File: config.mk
export PLATFORM = sky130hd
export DESIGN_NAME = if_stage_pc_ifid
export DESIGN_NICKNAME = d
export VERILOG_FILES = /design/src/rtl/if_stage_pc_ifid_pkg.sv /design/src/rtl/if_stage_pc_ifid_ifid_reg.sv /design/src/rtl/if_stage_pc_ifid.sv
export SDC_FILE = /design/constraint.sdc
export NUM_CORES = 1
export LEC_CHECK = 0
export ABC_CLOCK_PERIOD_IN_PS = 3700
export BUFFER_PORTS_ARGS = -buffer_cell sky130_fd_sc_hd__buf_2
export CAP_MARGIN = 10
export CORE_MARGIN = 2
export CORE_UTILIZATION = 35
export DETAILED_ROUTE_END_ITERATION = 8
export GPL_TIMING_DRIVEN = 0
export SETUP_SLACK_MARGIN = 0.05
export SLEW_MARGIN = 20
export SYNTH_ARGS = -nofsm -noshare
export SYNTH_HDL_FRONTEND = slang
export SYNTH_SLANG_ARGS = --single-unit
File: constraint.sdc
create_clock -name clk -period 3.7 [get_ports clk]
set_input_delay 0 -clock clk [delete_from_list [all_inputs] [get_ports clk]]
set_output_delay 0 -clock clk [all_outputs]
set_load 0.01 [all_outputs]
File: src/rtl/if_stage_pc_ifid_pkg.sv
// Shared definitions for the RV32I fetch stage: bubble encoding, PC step and
// the fetch FSM state type.
package if_stage_pc_ifid_pkg;

  localparam logic [31:0] NOP_INSTR = 32'h0000_0013;
  localparam logic [31:0] PC_STEP   = 32'd4;

  typedef enum logic [1:0] {
    ST_BOOT = 2'd0,
    ST_RUN  = 2'd1,
    ST_WAIT = 2'd2
  } fetch_state_e;

  // Redirect targets are always word aligned.
  function automatic logic [31:0] align_target(input logic [31:0] target);
    return {target[31:2], 2'b00};
  endfunction

endpackage

File: src/rtl/if_stage_pc_ifid_ifid_reg.sv
// IF/ID pipeline register: flush beats stall, stall beats load, and a cycle
// without a completed fetch leaves a bubble. PC fields hold under a bubble.
module if_stage_pc_ifid_ifid_reg
  import if_stage_pc_ifid_pkg::*;
#(
  parameter logic [31:0] BUBBLE_INSTR = NOP_INSTR
) (
  input  logic        clk,
  input  logic        rst_n,
  input  logic        flush_i,
  input  logic        stall_i,
  input  logic        load_i,
  input  logic [31:0] instr_i,
  input  logic [31:0] pc_i,
  input  logic [31:0] pc_plus4_i,
  output logic [31:0] instr_o,
  output logic [31:0] pc_o,
  output logic [31:0] pc_plus4_o,
  output logic        valid_o
);

  logic [31:0] instr_q, instr_d;
  logic [31:0] pc_q, pc_d;
  logic [31:0] pc_plus4_q, pc_plus4_d;
  logic        valid_q, valid_d;

  always_comb begin
    instr_d    = instr_q;
    pc_d       = pc_q;
    pc_plus4_d = pc_plus4_q;
    valid_d    = valid_q;
    if (flush_i) begin
      instr_d = BUBBLE_INSTR;
      valid_d = 1'b0;
    end else if (stall_i) begin
      valid_d = valid_q;
    end else if (!load_i) begin
      instr_d = BUBBLE_INSTR;
      valid_d = 1'b0;
    end else begin
      instr_d    = instr_i;
      pc_d       = pc_i;
      pc_plus4_d = pc_plus4_i;
      valid_d    = 1'b1;
    end
  end

  always_ff @(posedge clk) begin
    if (!rst_n) begin
      instr_q    <= BUBBLE_INSTR;
      pc_q       <= 32'd0;
      pc_plus4_q <= 32'd0;
      valid_q    <= 1'b0;
    end else begin
      instr_q    <= instr_d;
      pc_q       <= pc_d;
      pc_plus4_q <= pc_plus4_d;
      valid_q    <= valid_d;
    end
  end

  assign instr_o    = instr_q;
  assign pc_o       = pc_q;
  assign pc_plus4_o = pc_plus4_q;
  assign valid_o    = valid_q;

endmodule

File: src/rtl/if_stage_pc_ifid.sv
// RV32I fetch stage: PC, fetch FSM (BOOT/RUN/WAIT) and IF/ID register.
// Optional perf counters are enabled with the IF_PERF_CNT_EN macro.
module if_stage_pc_ifid
  import if_stage_pc_ifid_pkg::*;
#(
  parameter logic [31:0] RESET_PC  = 32'h0000_0000,
  parameter logic [31:0] NOP_INSTR = if_stage_pc_ifid_pkg::NOP_INSTR
) (
  input  logic        clk,
  input  logic        rst_n,
  input  logic        StallF,
  input  logic        StallD,
  input  logic        FlushD,
  input  logic        PCSrcE,
  input  logic [31:0] PCTargetE,
  output logic        imem_req,
  output logic [31:0] imem_addr,
  input  logic [31:0] imem_rdata,
  input  logic        imem_ready,
  output logic [31:0] PCF,
  output logic [31:0] instrD,
  output logic [31:0] PCD,
  output logic [31:0] PCPlus4D,
  output logic [1:0]  fetch_state_dbg,
  output logic        validD
`ifdef IF_PERF_CNT_EN
  ,
  output logic [31:0] perf_fetch_cnt,
  output logic [31:0] perf_bubble_cnt
`endif
);

  // Handshake: imem_req is held high while a fetch is outstanding and the
  // address is stable; a fetch completes in any cycle with imem_req and
  // imem_ready both high, and imem_rdata is sampled in that same cycle.

  fetch_state_e state_q, state_d;
  logic [31:0]  pc_q, pc_d;
  logic [31:0]  pc_plus4;
  logic         fetch_done;
  logic         ifid_flush;

  assign imem_req        = (state_q != ST_BOOT);
  assign imem_addr       = pc_q;
  assign PCF             = pc_q;
  assign pc_plus4        = pc_q + PC_STEP;
  assign fetch_done      = imem_req & imem_ready;
  assign ifid_flush      = FlushD | PCSrcE;
  assign fetch_state_dbg = state_q;

  always_comb begin
    state_d = state_q;
    case (state_q)
      ST_BOOT: state_d = ST_RUN;
      ST_RUN,
      ST_WAIT: state_d = (PCSrcE || imem_ready) ? ST_RUN : ST_WAIT;
      default: state_d = ST_BOOT;
    endcase
  end

  // A fetch discarded under StallF is simply reissued at the held PC.
  always_comb begin
    pc_d = pc_q;
    if (PCSrcE) begin
      pc_d = align_target(PCTargetE);
    end else if (!StallF && fetch_done) begin
      pc_d = pc_plus4;
    end
  end

  always_ff @(posedge clk) begin
    if (!rst_n) begin
      state_q <= ST_BOOT;
      pc_q    <= RESET_PC;
    end else begin
      state_q <= state_d;
      pc_q    <= pc_d;
    end
  end

  if_stage_pc_ifid_ifid_reg #(
    .BUBBLE_INSTR (NOP_INSTR)
  ) u_ifid_reg (
    .clk        (clk),
    .rst_n      (rst_n),
    .flush_i    (ifid_flush),
    .stall_i    (StallD),
    .load_i     (fetch_done),
    .instr_i    (imem_rdata),
    .pc_i       (pc_q),
    .pc_plus4_i (pc_plus4),
    .instr_o    (instrD),
    .pc_o       (PCD),
    .pc_plus4_o (PCPlus4D),
    .valid_o    (validD)
  );

`ifdef IF_PERF_CNT_EN
  logic [31:0] perf_fetch_q, perf_fetch_d;
  logic [31:0] perf_bubble_q, perf_bubble_d;

  // Flush bubbles are not counted; only real loads and not-ready/BOOT bubbles.
  always_comb begin
    perf_fetch_d  = perf_fetch_q;
    perf_bubble_d = perf_bubble_q;
    if (!ifid_flush && !StallD) begin
      if (fetch_done) begin
        if (perf_fetch_q != 32'hFFFF_FFFF) perf_fetch_d = perf_fetch_q + 32'd1;
      end else begin
        if (perf_bubble_q != 32'hFFFF_FFFF) perf_bubble_d = perf_bubble_q + 32'd1;
      end
    end
  end

  always_ff @(posedge clk) begin
    if (!rst_n) begin
      perf_fetch_q  <= 32'd0;
      perf_bubble_q <= 32'd0;
    end else begin
      perf_fetch_q  <= perf_fetch_d;
      perf_bubble_q <= perf_bubble_d;
    end
  end

  assign perf_fetch_cnt  = perf_fetch_q;
  assign perf_bubble_cnt = perf_bubble_q;
`endif

endmodule

# Word level (Yosys, flattened, before mapping)
# Cells that the tools add are included.
[classes] n_addsub=1 n_eq_ne=2 muxes=6 bitwise_logic=5 n_reduce_logical=10
[op_table] operator="32-bit 2-to-1 mux" n=3
[op_table] operator="32-bit by 3-bit adder with 32-bit output (second input constant)" n=1
[op_table] operator="2-bit OR reduction" n=3
[op_table] operator="2-bit one-hot mux with 2 select lines" n=1
[op_table] operator="2-bit nonzero test" n=2
[op_table] operator="1-bit inverter" n=3
[op_table] operator="3-bit AND reduction" n=1
[op_table] operator="2-bit by 1-bit == test with 1-bit output (second input constant)" n=1
[op_table] operator="2-bit == test (second input constant)" n=1
[op_table] operator="2-bit zero test" n=1
[op_table] operator="2-bit 2-to-1 mux" n=1
[op_table] operator="1-bit bitwise AND" n=1
[op_table] operator="1-bit logical AND" n=1
[op_table] operator="1-bit zero test" n=1
[op_table] operator="1-bit logical OR" n=1
[op_table] operator="1-bit 2-to-1 mux" n=1
[op_table] operator="1-bit bitwise OR" n=1
[totals] ff_bits=131 in_bits=71

# Logic depth before layout (Yosys ltp)
# Gate-level depths: netlist (run 1).
[depth] word_depth=5 ltp_mapped=8 depth_no_buf=6

# Hierarchy
# From an unflattened synthesis (run 1), not the netlist that was laid out.
[hier_totals] hier_cells=771 area_unflattened_um2=6522.5
[by_module_without_submodules] module="if_stage_pc_ifid_ifid_reg" instances=1 cells_each=424 area_per_inst_um2=3905.0 seq_area_each_um2=1941.9
[by_module_without_submodules] module="if_stage_pc_ifid" instances=1 cells_each=347 area_per_inst_um2=2617.5 seq_area_each_um2=640.6

# Worst setup path after synthesis (run 1)
# OpenSTA, ideal clock, no wires.
[synth_path] kind="reg2reg" startpoint="register state_q[0], in the netlist fetch_state_dbg[0]" endpoint="register pc_q[15], in the netlist PCF[15]" t_arrival_ns=2.295 required_ns=3.609 slack_ns=1.315 stages_incl_launch_ff=9 path_buffers=2 cell_sequence="dfxtp_1 > inv_1 > ha_1 > or3b_1 > buf_2 > or3_4 > buf_6 > or3_1 > a311oi_1"
[synth_between] elab_chain_len=4
[synth_rtl] element="from (decl)" line_no="if_stage_pc_ifid.sv:37" text="fetch_state_e state_q, state_d;"
[synth_rtl] element="from (signal assigned)" line_no="if_stage_pc_ifid.sv:76" text="state_q <= state_d;"
[synth_rtl] element="2-bit nonzero test" line_no="if_stage_pc_ifid.sv:43" text="assign imem_req = (state_q != ST_BOOT);"
[synth_rtl] element="1-bit bitwise AND" line_no="if_stage_pc_ifid.sv:47" text="assign fetch_done = imem_req & imem_ready;"
[synth_rtl] element="1-bit logical AND" line_no="if_stage_pc_ifid.sv:66" text="end else if (!StallF && fetch_done) begin"
[synth_rtl] element="2-bit nonzero test (no source line)"
[synth_rtl] element="to (signal assigned)" line_no="if_stage_pc_ifid.sv:77" text="pc_q <= pc_d;"
[synth_rtl] element="to (decl)" line_no="if_stage_pc_ifid.sv:38" text="logic [31:0] pc_q, pc_d;"
# No other way between the ends.
# A chain may end at the register's enable or synchronous reset.

# Final worst setup path (run 1)
[layout_path] startpoint="register pc_q[2], in the netlist PCF[2]" endpoint="register pc_q[22], in the netlist PCF[22]"
[layout_between] elab_chain_len=3
[layout_rtl] element="32-bit by 3-bit adder with 32-bit output" line_no="if_stage_pc_ifid.sv:46" text="assign pc_plus4 = pc_q + PC_STEP;"
[layout_rtl] element="32-bit 2-to-1 mux" line_no="if_stage_pc_ifid.sv:66"
[layout_rtl] element="32-bit 2-to-1 mux" line_no="if_stage_pc_ifid.sv:64" text="if (PCSrcE) begin"
# No other way between the ends. The select of a mux whose other input is x is not followed.

==> run metrics, run 1 <==
n_diodes 0; Post-Synthesis Cells 702; syn avg cell area just over 8 sq um; post-synth cell types 43; Final Skew between 0.006 and 0.007 ns; vias in the first global route 6261; crit path kind reg2reg; Critical Path Most Common Cell clkbuf_1; Main synth FF type dfxtp_1; initial antenna violation count 0; Starting DRT DRC Count 448; R2R cell count 7; Via density 5.13; RePlAce Congestion 0.860; Clock Path Buffers 2; DPL Wire Length 14900 um; Die Width 132 um; Vias 6402; # IOs 235; Nets 1093; Fmax about 350 MHz; Critical Path Sink Type flop; EDFF count, synth 0; commonest non-fill, non-tap cell in the layout buf_2; setup tns final 0 ns; Die H 132 um; post-CTS sizing 0; fin crit share 0.766; Clock Pin Slew Worst Setup and Hold Paths 0.06 ns; Post-synth ARST share 0; Critical R2R Capture PCF[22]; R2R Path Start PCF[2]; cell family with most CP delay simple AND/OR/NAND/NOR gates; Reg2Reg Setup Slack 0.86 ns; DRT antenna net count 0; Hold Path Origin PCSrcE; die area about 17000 sq um; HP Class in2reg; Worst slew margin 0.312; Syn Std Cell Area 5740 sq um; Crit path largest cell delay about 0.7 ns; FP Rows between 40 and 50; Clock Latency Late Sink 0.42 ns; first-pass GRT wire length around 34000 um; leakage 0.00352 uW; Core Box Area 15900 sq um; root buffer cell clkbuf_16; share of cells above drive strength 1 0.306; Slew @ Worst Pin 1.03 ns; PwrDens 437 nW/um^2; buffers plus inverters on the worst setup path 2; total gr overflow 0; worst path cell trace ha_1, nand3_1, or4_1, clkbuf_1, clkbuf_1, o31ai_1, a31oi_1; Yosys reg bits 125; Min-Delay Endpoint u_ifid_reg.pc_plus4_o[2]; worst-path maximum fanout 10; outcome finished clean; GRT Overall Usage 0.243; final wirelength 21200 um; worst hold path stage count 4; count of final setup violators 0; register area share after synthesis 0.436; routed len/inst 17.0 um; CTS buffer count 17; First-pass DRT Iterations 4; H-tree depth 4; Setup crit start kind flop; CP required between 3 and 4 ns; clk sinks 125; Worst Path Arrival 3.10 ns; most frequent cells in the layout buf_2 (232), dfxtp_1 (125), nand2_1 (80), dlygate4sd3_1 (68), clkbuf_1 (55); largest net degree at the start of global routing 17; Core Util, Final 0.533; Final Hold Violating Endpoints 0; Area growth, synth to finish 48.0%; Starting Density 0.360; slowest CP cell or4_1; CTS tree built; Overall Power 3720 uW; count of pins over their slew limit 0; max cap viols 0; maximum VDD drop about 0.34 mV; drc violations 0; number of I/O port buffers around 220; RSZ-0062 raised after global routing false; Synth warnings 0; min Tclk post-route 2.84 ns
==> routing by layer <==
layer | vias to the layer above | part of all wire | routed length (um) | GRT usage
met5 | - | 0 | 0 | 0
met4 | 0 | 0.021 | 442 | 0.0839
met3 | 32 | 0.091 | 1930 | 0.0807
met2 | 293 | 0.46 | 9850 | 0.391
met1 | 2968 | 0.42 | 9000 | 0.305
li1 | 3109 | - | - | -
==> worst max path at each step <==
stage	from	to	cells past startpoint
floorplan	fetch_state_dbg[0]	PCF[15]	8
global placement	fetch_state_dbg[0]	u_ifid_reg.pc_o[28]	7
detailed placement	fetch_state_dbg[0]	u_ifid_reg.pc_o[28]	7
CTS	fetch_state_dbg[0]	u_ifid_reg.pc_o[28]	7
global route	fetch_state_dbg[0]	u_ifid_reg.pc_o[3]	7
finish	PCF[2]	PCF[22]	7
==> area by class of cell <==
class	instances	area (sq um)
Tap cell	216	270
Buffer	107	567
Inverter	6	22.5
Clock buffer	18	439
Fill cell	1561	7440
Clock inverter	14	216
Sequential cell	125	2500
Timing Repair Buffer	291	1800
Multi-Input combinational cell	471	2680
==> what timing repair did <==
action	4_1_cts	5_1_grt
hold endpoints to repair	64	0
hold buffers	68	0
setup endpoints to repair	0	0
buffers inserted	0	0
==> through the flow <==
stage | setup WS, ns | cells | hold slack [ns] | area, sq um
floorplan | 1.31 | 709 | 0.144 | 5770
global placement | 0.905 | 1148 | 0.228 | 7160
detailed placement | 0.925 | 1148 | 0.238 | 7160
CTS | 0.904 | 1248 | 0.0773 | 8490
global route | 0.662 | 1248 | 0.112 | 8500
finish | 0.865 | 1248 | 0.0843 | 8500
==> worst register-to-register path: cells and delay by family, from the launching register on <==
family	cells	cell delay [ns]
simple gates	2	0.87
compound gates	2	0.38
flops	1	0.62
fa+ha+maj	1	0.29
buf+inv	2	0.52
==> power breakdown <==
| part | switching (uW) | internal, uW |
|---|---|---|
| clock | 643 | 1210 |
| combinational | 229 | 205 |
| sequential | 42.0 | 1380 |
==> state kept, by name, indices dropped and copies added (netlist names) <==
register               cells
u_ifid_reg.instr_o        32
PCF                       30
u_ifid_reg.pc_o           30
u_ifid_reg.pc_plus4_o     30
fetch_state_dbg            2
u_ifid_reg.valid_o         1
==> Yosys cell counts, types with 8 or more instances <==
cell type,n,area [sq um]
a211oi_1,8,60.1
a21oi_1,48,240
a22oi_1,29,218
a311oi_1,13,114
a31oi_1,21,131
buf_2,9,45.0
buf_4,38,285
clkbuf_1,55,206
dfxtp_1,125,2500
nand2_1,80,300
nand3_1,11,55.1
nand4_1,14,87.6
nor2_1,54,203
nor3_1,15,75.1
nor4_1,10,62.6
o21ai_0,53,265
o31ai_1,15,113
or3_1,12,75.1
or4_1,18,135
xnor2_1,17,149
==> kinds of logic (layout without fill, tap and decap cells) <==
group | Yosys count | after routing | share of synthesized area
compound gates | 192 | 192 | 0.205
xor+xnor | 23 | 23 | 0.0351
fa+ha+maj | 3 | 3 | 0.00654
buf+inv | 113 | 436 | 0.103
flops | 125 | 125 | 0.436
mux | 1 | 1 | 0.00174
other cells | 1 | 8 | 0.000653
simple gates | 244 | 244 | 0.213
Power figures use the tool's default switching activity.
==> inputs of run 2 (changes only) <==
--- a/config.mk
+++ b/config.mk
@@ -5,7 +5,7 @@
 export SDC_FILE = /design/constraint.sdc
 export NUM_CORES = 1
 export LEC_CHECK = 0
-export ABC_CLOCK_PERIOD_IN_PS = 3700
+export ABC_CLOCK_PERIOD_IN_PS = 2470
 export BUFFER_PORTS_ARGS = -buffer_cell sky130_fd_sc_hd__buf_2
 export CAP_MARGIN = 10
 export CORE_MARGIN = 2
==> constraint.sdc (replaced) <==
create_clock -name clk -period 2.47 [get_ports clk]
set_input_delay 0 -clock clk [delete_from_list [all_inputs] [get_ports clk]]
set_output_delay 0 -clock clk [all_outputs]
set_load 0.01 [all_outputs]
==> run 2 against run 1 <==
Net effect:
- first-iteration DRC count rose by 26%
- worst hold slack got worse by 0.0051 ns
- maximum frequency rose by 20%
- critical endpoint is now PCF[15]
- combinational power rose by 53%
- via count rose by 0.98%
- register-to-register slack got worse by 0.75 ns
==> run metrics, run 2 (same netlist as run 1, synthesis figures left out) <==
worst path cell trace inv_1, ha_2, or3b_1, buf_6, or3_4, buf_6, or3_1, a311oi_1; RePlAce Congestion 0.860 (unchanged); Seq pwr share 0.383 (about the same); largest net degree at the start of global routing 17 (unchanged); # IOs 235 (unchanged); register area 2510 sq um (+0.30%); worst-path maximum fanout 10 (unchanged); fin crit share 0.956 (+0.189); first-pass GRT wire length 33700 um (+0.14%); Combinational Power Share 0.119 (+0.002); Final Skew 0.00910 ns (+0.00277 ns); First-pass DRT Iterations 5 (+1); Core Box Area 15900 sq um (unchanged); CP required 2.80 ns (-1.17 ns); routed len/inst 17.0 um (about the same); max cap viols 0 (unchanged); max FFs per register 32 (unchanged); fin worst setup slack 0.110 ns (-0.755 ns); Starting Density 0.360 (unchanged); HP Class in2reg; maximum VDD drop 0.507 mV (+49%); share of cells above drive strength 1 0.334 (+0.0275); Die H 132 um (unchanged); pre-CTS WS -0.305 ns (-1.23 ns); PwrDens 646 nW/um^2 (+48%); Slew @ Worst Pin 0.807 ns (-0.222 ns); final wirelength 21300 um (+0.34%); H-tree depth 4 (unchanged); min Tclk post-route 2.36 ns (-0.475 ns); most frequent cells in the layout buf_2 (230), dfxtp_1 (121), nand2_1 (80), dlygate4sd3_1 (65), nor2_1 (54); root buffer cell clkbuf_16; Nets 1098 (+0.46%); Placed Cells incl. Taps 1148 (unchanged); clk sinks 125 (unchanged); outcome finished clean; number of I/O port buffers 223 (unchanged); FP Rows 46 (unchanged); CTS tree built; Clock Pin Slew Worst Setup and Hold Paths 0.06 ns (about the same); count of pins over their slew limit 0 (unchanged); count of final setup violators 0 (unchanged); die area 17400 sq um (unchanged); Starting DRT DRC Count 564 (+26%); vias in the first global route 6267 (+0.096%); post-route cell area 8620 sq um (+1.5%); Net Sw Power 1370 uW (+50%); clock power share 0.498 (-0.002); drc violations 0 (unchanged); number of fill cells 1537 (-1.5%); DRT antenna net count 0 (unchanged); Worst Path Arrival 2.69 ns (-0.41 ns); DPL Wire Length 14900 um (unchanged); Worst slew margin 0.461 (+0.148); RSZ-0062 raised after global routing true; P_int 4200 uW (+50%); Post-DP Area 7160 sq um (unchanged); Critical Path Sink Type flop; Die Width 132 um (unchanged); Non-Filler Instances 1253 (+0.40%); slowest CP cell or3b_1; Clock Path Buffers 2 (unchanged); Critical Path Most Common Cell buf_6; commonest non-fill, non-tap cell in the layout buf_2; Via density 5.16 (+0.58%); Crit path largest cell delay 0.39 ns (-0.29 ns); multi-input logic area 2730 sq um (+1.6%); Setup crit start kind flop; n_diodes 0 (unchanged); CTS buffer count 17 (unchanged); cell family with most CP delay simple AND/OR/NAND/NOR gates; Fmax 424 MHz (+20%); crit path kind reg2reg; GRT Overall Usage 0.244 (+0.000488); buffers plus inverters on the worst setup path 3 (+1); Vias 6465 (+0.98%); Final Hold Violating Endpoints 0 (unchanged); Core Util, Final 0.541 (+0.00777); switching share of power 0.246 (-0.000277); total gr overflow 0 (unchanged); leakage 0.00360 uW (+2.4%); Clock Latency Late Sink 0.42 ns (about the same); Area growth, synth to finish 50.1%; initial antenna violation count 0 (unchanged)
## run 2: cell count changes in the layout (fill, tap and decap cells not counted), sizes merged
cell,change
dlygate4sd3,-3
buf,+8
## run 2: tightest hold or removal path, cell delays in order
cell     delay [ns]
buf_2          0.17
nor2_1         0.18
nand3_1        0.11
## run 2: power by group through the flow
stage	Clock, uW	Combinational (uW)	Sequential [uW]
2_1_floorplan	0	308	2180
3_3_place_gp	0	560	2180
3_5_place_dp	0	564	2180
5_1_grt	2920	722	2140
4_1_cts	2800	650	2130
6_report	2770	665	2140
## run 2: path summary, 6_finish.rpt
path                      startpoint                    end  slack (ns)  depth (start not counted)
setup / recovery  fetch_state_dbg[0]                PCF[15]        0.11                          8
setup reg to reg  fetch_state_dbg[0]                PCF[15]        0.11                          8
hold reg to reg   u_ifid_reg.pc_o[8]     u_ifid_reg.pc_o[8]        0.45                          2
hold / removal                PCSrcE  u_ifid_reg.instr_o[4]        0.08                          3
## run 2: per-stage QoR
| stage | hold slack [ns] | setup TNS [ns] | total power [uW] |
|---|---|---|---|
| 2_1_floorplan | 0.144 | 0 | 2490 |
| 3_3_place_gp | 0.228 | -13.91 | 2740 |
| 3_5_place_dp | 0.238 | -13.06 | 2740 |
| 4_1_cts | 0.0438 | 0 | 5590 |
| 5_1_grt | 0.111 | 0 | 5790 |
| 6_report | 0.0792 | 0 | 5570 |
## run 2: what timing repair did
action,4_1_cts,5_1_grt
hold buffers,65,0
endpoints found under the setup margin,74,67
hold endpoints to repair,64,0
pin swaps,1,4
gates resized for setup,17,19
buffers inserted,0,9
gates cloned,0,0
## run 2: metal layers
layer	vias to the layer above	track usage	routed length, um	share of wire
met5	-	0	0	0
met1	2976	0.306	8960	0.42
met2	324	0.393	9900	0.46
li1	3131	-	-	-
met3	34	0.0800	1990	0.093
met4	0	0.0839	446	0.021
## run 2: cell type report
| class | instances | share of cell area |
|---|---|---|
| clock inverter | 14 | 0.0251 |
| clock buffer | 18 | 0.0509 |
| multi-input combinational | 471 | 0.316 |
| buffer | 106 | 0.0683 |
| timing repair buffer | 297 | 0.214 |
| tap | 216 | 0.0313 |
| inverter | 6 | 0.00261 |
| sequential | 125 | 0.291 |
